**config.mk**
```make
export PLATFORM = sky130hd
export DESIGN_NAME = ec_mem_access
export DESIGN_NICKNAME = d
export VERILOG_FILES = /design/src/rtl/ec_mem_access_pkg.sv /design/src/rtl/ec_mem_access_ld_format.sv /design/src/rtl/ec_mem_access.sv
export SDC_FILE = /design/constraint.sdc
export NUM_CORES = 1
export LEC_CHECK = 0
export ABC_AREA = 1
export ABC_CLOCK_PERIOD_IN_PS = 4000
export BUFFER_PORTS_ARGS = -buffer_cell sky130_fd_sc_hd__clkbuf_2
export CORE_ASPECT_RATIO = 2
export CORE_MARGIN = 3
export CORE_UTILIZATION = 30
export CTS_CLUSTER_DIAMETER = 100
export DETAILED_ROUTE_END_ITERATION = 8
export PLACE_DENSITY = 0.59
export SLEW_MARGIN = 30
export SYNTH_ARGS = -nofsm -noshare
export SYNTH_HDL_FRONTEND = slang
export SYNTH_SLANG_ARGS = --single-unit
```
**constraint.sdc**
```tcl
create_clock -name clk -period 4 [get_ports clk]
set_input_delay 0.8 -clock clk [delete_from_list [all_inputs] [get_ports clk]]
set_output_delay 0.8 -clock clk [all_outputs]
set_load 0.02 [all_outputs]
```
**src/rtl/ec_mem_access_pkg.sv**
```systemverilog
// Shared encodings for the EC-stage data-bus access block: FSM states,
// bus size codes, the latched request, and request-shaping helpers.
package ec_mem_access_pkg;

    typedef enum logic [2:0] {
        MEM_IDLE   = 3'd0,
        MEM_REQ    = 3'd1,
        MEM_WAIT   = 3'd2,
        MEM_DONE   = 3'd3,
        MEM_CANCEL = 3'd4
    } mem_state_e;

    localparam logic [1:0] SIZE_BYTE = 2'd0;
    localparam logic [1:0] SIZE_HALF = 2'd1;
    localparam logic [1:0] SIZE_WORD = 2'd2;

    typedef struct packed {
        logic        wr;
        logic        load_x;
        logic [1:0]  size;
        logic [3:0]  wstrb;
        logic [31:0] addr;
        logic [31:0] wdata;
    } mem_req_t;

    // Masks that upstream never produces fall back to a word access.
    function automatic logic [1:0] lsv_to_size(input logic [3:0] lsv);
        case (lsv)
            4'b1111:                            return SIZE_WORD;
            4'b0011, 4'b1100:                   return SIZE_HALF;
            4'b0001, 4'b0010, 4'b0100, 4'b1000: return SIZE_BYTE;
            default:                            return SIZE_WORD;
        endcase
    endfunction

    function automatic logic [31:0] lane_wdata(input logic [1:0] size, input logic [31:0] wdata);
        case (size)
            SIZE_BYTE: return {4{wdata[7:0]}};
            SIZE_HALF: return {2{wdata[15:0]}};
            default:   return wdata;
        endcase
    endfunction

endpackage

```
**src/rtl/ec_mem_access_ld_format.sv**
```systemverilog
// Load-data alignment and extension: shifts the addressed lanes down to
// bit 0 and zero/sign-extends byte and half results.
module ld_format
    import ec_mem_access_pkg::*;
(
    input  logic [31:0] rdata,
    input  logic [1:0]  addr_lo,
    input  logic [1:0]  size,
    input  logic        load_x,
    output logic [31:0] result
);

    logic [31:0] shifted;

    always_comb begin
        shifted = rdata >> {addr_lo, 3'b000};
        case (size)
            SIZE_BYTE: result = {{24{~load_x & shifted[7]}}, shifted[7:0]};
            SIZE_HALF: result = {{16{~load_x & shifted[15]}}, shifted[15:0]};
            default:   result = shifted;
        endcase
    end

endmodule

```
**src/rtl/ec_mem_access.sv**
```systemverilog
// EC-stage memory access: one SRAM-like bus transaction per load/store,
// pipeline stall until completion, and flush handling with response drain.
module ec_mem_access
    import ec_mem_access_pkg::*;
(
    input  logic        clk,
    input  logic        resetn,
    input  logic        refresh,
    input  logic        ec_advance,
    input  logic        ec_data_req,
    input  logic        ec_ex_any,
    input  logic        ec_load,
    input  logic        ec_loadX,
    input  logic [3:0]  ec_lsV,
    input  logic [31:0] ec_addr,
    input  logic [31:0] ec_wdata,
    output logic        data_req,
    output logic        data_wr,
    output logic [1:0]  data_size,
    output logic [31:0] data_addr,
    output logic [31:0] data_wdata,
    output logic [3:0]  data_wstrb,
    input  logic        data_addr_ok,
    input  logic        data_data_ok,
    input  logic [31:0] data_rdata,
    output logic        mem_stall,
    output logic [31:0] mem_rdata,
    output logic        mem_done
);

    mem_state_e  state, state_nxt;
    mem_req_t    req_q, req_new;
    logic [31:0] rdata_q;
    logic [31:0] ld_result;
    logic        start;

    assign start = ec_data_req & ~ec_ex_any & ~refresh;

    always_comb begin
        req_new        = '0;
        req_new.wr     = ~ec_load;
        req_new.load_x = ec_loadX;
        req_new.size   = lsv_to_size(ec_lsV);
        req_new.wstrb  = ec_load ? 4'b0000 : ec_lsV;
        req_new.addr   = ec_addr;
        req_new.wdata  = lane_wdata(req_new.size, ec_wdata);
    end

    always_comb begin
        state_nxt = state;
        case (state)
            MEM_IDLE:   if (start) state_nxt = MEM_REQ;
            MEM_REQ: begin
                if (data_addr_ok) state_nxt = refresh ? MEM_CANCEL : MEM_WAIT;
                else if (refresh) state_nxt = MEM_IDLE;
            end
            MEM_WAIT: begin
                if (data_data_ok) state_nxt = refresh ? MEM_IDLE : MEM_DONE;
                else if (refresh) state_nxt = MEM_CANCEL;
            end
            // Only ec_advance/refresh leave DONE, so a held EC instruction is never re-issued.
            MEM_DONE:   if (ec_advance || refresh) state_nxt = MEM_IDLE;
            MEM_CANCEL: if (data_data_ok) state_nxt = MEM_IDLE;
            default:    state_nxt = MEM_IDLE;
        endcase
    end

    always_ff @(posedge clk) begin
        if (!resetn) begin
            state   <= MEM_IDLE;
            req_q   <= '0;
            rdata_q <= '0;
        end else begin
            state <= state_nxt;
            if (state == MEM_IDLE && start)
                req_q <= req_new;
            if (state == MEM_WAIT && data_data_ok && !refresh)
                rdata_q <= req_q.wr ? 32'd0 : ld_result;
        end
    end

    ld_format u_ld_format (
        .rdata   (data_rdata),
        .addr_lo (req_q.addr[1:0]),
        .size    (req_q.size),
        .load_x  (req_q.load_x),
        .result  (ld_result)
    );

    assign data_req   = (state == MEM_REQ);
    assign data_wr    = req_q.wr;
    assign data_size  = req_q.size;
    assign data_addr  = req_q.addr;
    assign data_wdata = req_q.wdata;
    assign data_wstrb = req_q.wstrb;
    assign mem_rdata  = rdata_q;
    assign mem_done   = (state == MEM_DONE);

    // Gated by resetn so the stall is low while reset is held, even with a pending request.
    assign mem_stall = resetn & (((state == MEM_IDLE) & start) | (state == MEM_REQ) |
                                 (state == MEM_WAIT) | (state == MEM_CANCEL));

endmodule

```
After elaboration in Yosys (flattened, before gate mapping)

Cells that the tools add are included.

Output and inout port bits: 106
Logic and storage cells: 65
Flip-flop bits (word level): 107
Input bits: 110

Shifts and indexed selects: 1
Muxes and demuxes: 15
Bitwise operators: 13
Reduce and logical (&&, ||, !) cells: 11
Equality and inequality tests: 17

Operator list:

| cell               | count |
|---|---|
| $pmux 32 s2        | 2 |
| $mux 32            | 1 |
| $shr 32x5->32      | 1 |
| $mux 3             | 8 |
| $pmux 3 s5         | 1 |
| $eq 4x2->1 const B | 2 |
| $eq 4x4->1 const B | 2 |
| $and 1x1->1        | 6 |
| $eq 3x2->1 const B | 2 |
| $reduce_and 5->1   | 1 |
| $eq 2x1->1 const B | 2 |
| $eq 4x1->1 const B | 1 |
| $eq 4x3->1 const B | 1 |
| $logic_not 2->1    | 2 |
| $mux 4             | 1 |
| $ne 2x2->1 const B | 2 |
| $not 1->1          | 4 |
| $pmux 2 s2         | 1 |
| $reduce_or 4->1    | 1 |
| $eq 3x1->1 const B | 1 |
| $eq 3x3->1 const B | 1 |
| $logic_and 1x1->1  | 3 |
| $logic_not 3->1    | 1 |
| $ne 3x2->1 const B | 1 |
| 7 further kinds    | 9 |

Logic depth before layout (Yosys ltp)

Word-level depth: 8
Gate-level depth with buffers: 11
Gate-level depth less buffers: 10

Cells and area by module

From an unflattened synthesis, not the netlist that was laid out.

Cell total of the unflattened synthesis: 824
Area total of the unflattened synthesis: 5853.1 um^2

By module, submodules not included:

| module        | area each (um^2) | instances | cells each | seq. area each (um^2) |
|---|---|---|---|---|
| ec_mem_access | 4949.7           | 1         | 650        | 2142.1 |
| ld_format     | 903.4            | 1         | 174        | 0.0 |

Worst setup path after synthesis

Ideal clock, no wire load.

Path type: input-to-output
Start: in ec_ex_any
End: out mem_stall
Arrival: 1.829 ns
Data required time: 3.200 ns
Path buffers: 2
Slack: 1.371 ns
Stages: 7
Cells stage by stage: inv_1 -> nand2_1 -> nor2_1 -> nand2_4 -> buf_2 -> buf_4 -> a21oi_1

Cells in the longest elaborated chain, start to end: 8

RTL lines:

| item                      | RTL line             | source |
|---|---|---|
| start, declared           | ec_mem_access.sv:11  | `input logic ec_ex_any,` |
| $not 1->1                 | ec_mem_access.sv:37  | `assign start = ec_data_req & ~ec_ex_any & ~refresh;` |
| $and 1x1->1 (2 in series) | ec_mem_access.sv:37  |  |
| $and 1x1->1               | ec_mem_access.sv:100 | `assign mem_stall = resetn & (((state == MEM_IDLE) & start) \| (state == MEM_REQ) \|` |
| $or 1x1->1 (2 in series)  | ec_mem_access.sv:100 |  |
| $or 1x1->1                | ec_mem_access.sv:101 | `(state == MEM_WAIT) \| (state == MEM_CANCEL));` |
| $and 1x1->1               | ec_mem_access.sv:100 |  |
| end, declared             | ec_mem_access.sv:26  | `output logic mem_stall,` |

Every way passes these cells.

Final worst setup path

Same ends and word-level chain as after synthesis.

==> results.json <==
{
  "status": "completed",
  "rsz0062_at_grt": "false",
  "clock_skew_ps": 6.56,
  "cts.clk_slew.worst_paths_ps": 70,
  "cts_buffer_depth": 2,
  "worst_setup_path_end_kind": "primary output",
  "die_h_um": 192,
  "cp-start-kind": "primary input",
  "yosys_warnings": 0,
  "cts_tree": "built",
  "drive_gt1_frac": 0.294,
  "hold_class": "reg -> reg",
  "core_sq_um": 16800,
  "synth_edf_count": 0,
  "criticalPathCategory": "in -> out",
  "ctsResizeCount": 0,
  "p_leak_nw": 3.22,
  "cts_setup_buffers": 0,
  "crit_fanout": 21,
  "dr_wl_met3_um": 894,
  "syn_inst": 760,
  "ir_worst_vdd_uv": 225,
  "setup_tns_ps": 0,
  "crit_arrival_ps": 1660,
  "netlist.area_leader.share": 0.415,
  "cts_hold_buf": 0,
  "cts_inserted_buffers": 9,
  "first_global_vias": 5367,
  "setup_viol": 0,
  "ys_ff_latch": 107,
  "drcViolationCount": 0,
  "grt_max_degree": 58,
  "final_cell_mix": "clkbuf_2, nor2_1, nand2_1, dfxtp_1, o21ai_0",
  "synthTopCellsByArea": "dfxtp_1, nor2_1, nand2_1",
  "placed_area_sq_um": 6320,
  "layout_commonest_cell": "clkbuf_2",
  "cp.required_ps": 3200,
  "powerDensity_nw_per_um2": 433,
  "die_area_sq_um": 18900,
  "syn_nets": 870,
  "numPortBuffers": 215,
  "whs_ps": 464,
  "dpl_worst_slack_ps": 1530,
  "yosys_most_used_dff": "dfxtp_1",
  "holdPathStages": 2,
  "grtUsageTotal": 0.187,
  "slew_headroom": 0.570,
  "synth.distinct_cells": 29,
  "num_rows": 67,
  "wl_met2_um": 9500,
  "grt-ovfl-total": 0,
  "num_vias": 5530,
  "ys_seq_area_frac": 0.415,
  "fmax_ghz": 0.406,
  "gp_congestion": 0.888,
  "postRouteAntennaNets": 0,
  "wl_met1_um": 6430,
  "clock_sinks": 107,
  "slew_viol_final": 0,
  "min_period_ps": 2460,
  "dr.first_iter.drc_count": 159,
  "power_mw": 2.84,
  "wl_per_cell_um": 15.4,
  "initial_core_util": 0.307,
  "syn-cell-area_sq_um": 5170,
  "cts_root_buffer": "clkbuf_16",
  "routed.top_layer": "met4",
  "syn_area_per_cell_sq_um": 6.80,
  "synth_top_area_cell": "dfxtp_1",
  "die_x_um": 98.8,
  "final_cell_area_sq_um": 6570,
  "cts_htree_levels": 3,
  "clk_latency_ps": 350,
  "insertedDiodeCount": 0,
  "wl_um": 17900,
  "pin_count": 216,
  "rr_worst_depth": 8,
  "firstDrtPassIters": 4,
  "async_flop_share": 0,
  "hold_viol": 0,
  "antenna_found_initial": 0,
  "viasPerCell": 4.76,
  "place_hpwl_um": 13800,
  "tightestPinTransition_ps": 644,
  "worst_slack_ps": 1540,
  "areaGrowthSynthToFinish_pct": 27.1,
  "fin_crit_sh": 0.615,
  "grt_pass1_wl_um": 27600,
  "nets": 1061,
  "cap_violations": 0
}
## kinds of logic (layout without fill, tap and decap cells)
logic type / count (synthesis) / in the layout / synth area share
buffers and inverters: 102 / 296 / 0.0920
AO/OA/AOI/OAI: 163 / 163 / 0.169
flip-flops: 107 / 107 / 0.415
AND/OR/NAND/NOR: 388 / 388 / 0.324
## worst paths after layout
kind | from | to | slack [ps]
setup / recovery | ec_ex_any | mem_stall | 1540
hold / removal | mem_rdata[15]$_SDFFE_PN0P_ | mem_rdata[15]$_SDFFE_PN0P_ | 460
setup reg to reg | data_addr[0]$_SDFFE_PN0P_ | mem_rdata[28]$_SDFFE_PN0P_ | 1950
hold reg to reg | mem_rdata[15]$_SDFFE_PN0P_ | mem_rdata[15]$_SDFFE_PN0P_ | 460
## state kept, by name, summed over array words and instances (netlist names)
name	flops
data_size	2
req_q	1
data_addr	32
data_wstrb	4
data_wr	1
data_wdata	32
state	3
mem_rdata	32
## critical path: stages
cell	delay, ps
clkbuf_2	80
inv_1	60
nand2_1	50
nor2_1	160
nand2_4	160
a21oi_1	170
clkbuf_2	180
## power breakdown
| group | internal, mW | switching, mW | leakage, nW |
|---|---|---|---|
| Combinational | 0.267 | 0.553 | 2.23 |
| Sequential | 1.16 | 0.0568 | 0.868 |
| Clock | 0.417 | 0.392 | 0.115 |
| Total | 1.84 | 1.00 | 3.22 |
## cell usage after synthesis, types with 2 or more instances
| master | number |
|---|---|
| a21oi_1 | 59 |
| a21oi_2 | 10 |
| nand3_2 | 3 |
| o21ai_1 | 18 |
| clkbuf_1 | 17 |
| buf_1 | 2 |
| buf_4 | 6 |
| nand2_4 | 3 |
| nand3_4 | 2 |
| buf_6 | 4 |
| o21ai_0 | 67 |
| buf_2 | 13 |
| nor2_1 | 153 |
| inv_2 | 8 |
| nand2_2 | 15 |
| dfxtp_1 | 107 |
| inv_1 | 49 |
| nor2_4 | 2 |
| o31ai_1 | 8 |
| nand3_1 | 56 |
| nor3_1 | 2 |
| nand2_1 | 149 |
## area by class of cell
class | count | area (sq um)
Inverter | 59 | 229
Sequential cell | 107 | 2140
Tap cell | 207 | 259
Timing Repair Buffer | 223 | 1140
Multi-Input combinational cell | 551 | 2550
Clock inverter | 2 | 15.0
Fill cell | 1863 | 10300
Clock buffer | 12 | 236
## routing by layer
metal | vias to the layer above | global-route usage
li1 | 2821 | -
met1 | 2476 | 0.192
met2 | 181 | 0.345
met3 | 52 | 0.0287
met4 | 0 | 0.122
met5 | - | 0
## per-stage QoR
stage	instances	utilization
global placement	1147	0.375
detailed placement	1147	0.375
floorplan	760	-
CTS	1161	0.390
finish	1161	0.390
global route	1161	0.390
(Power assumes the default switching activity.)
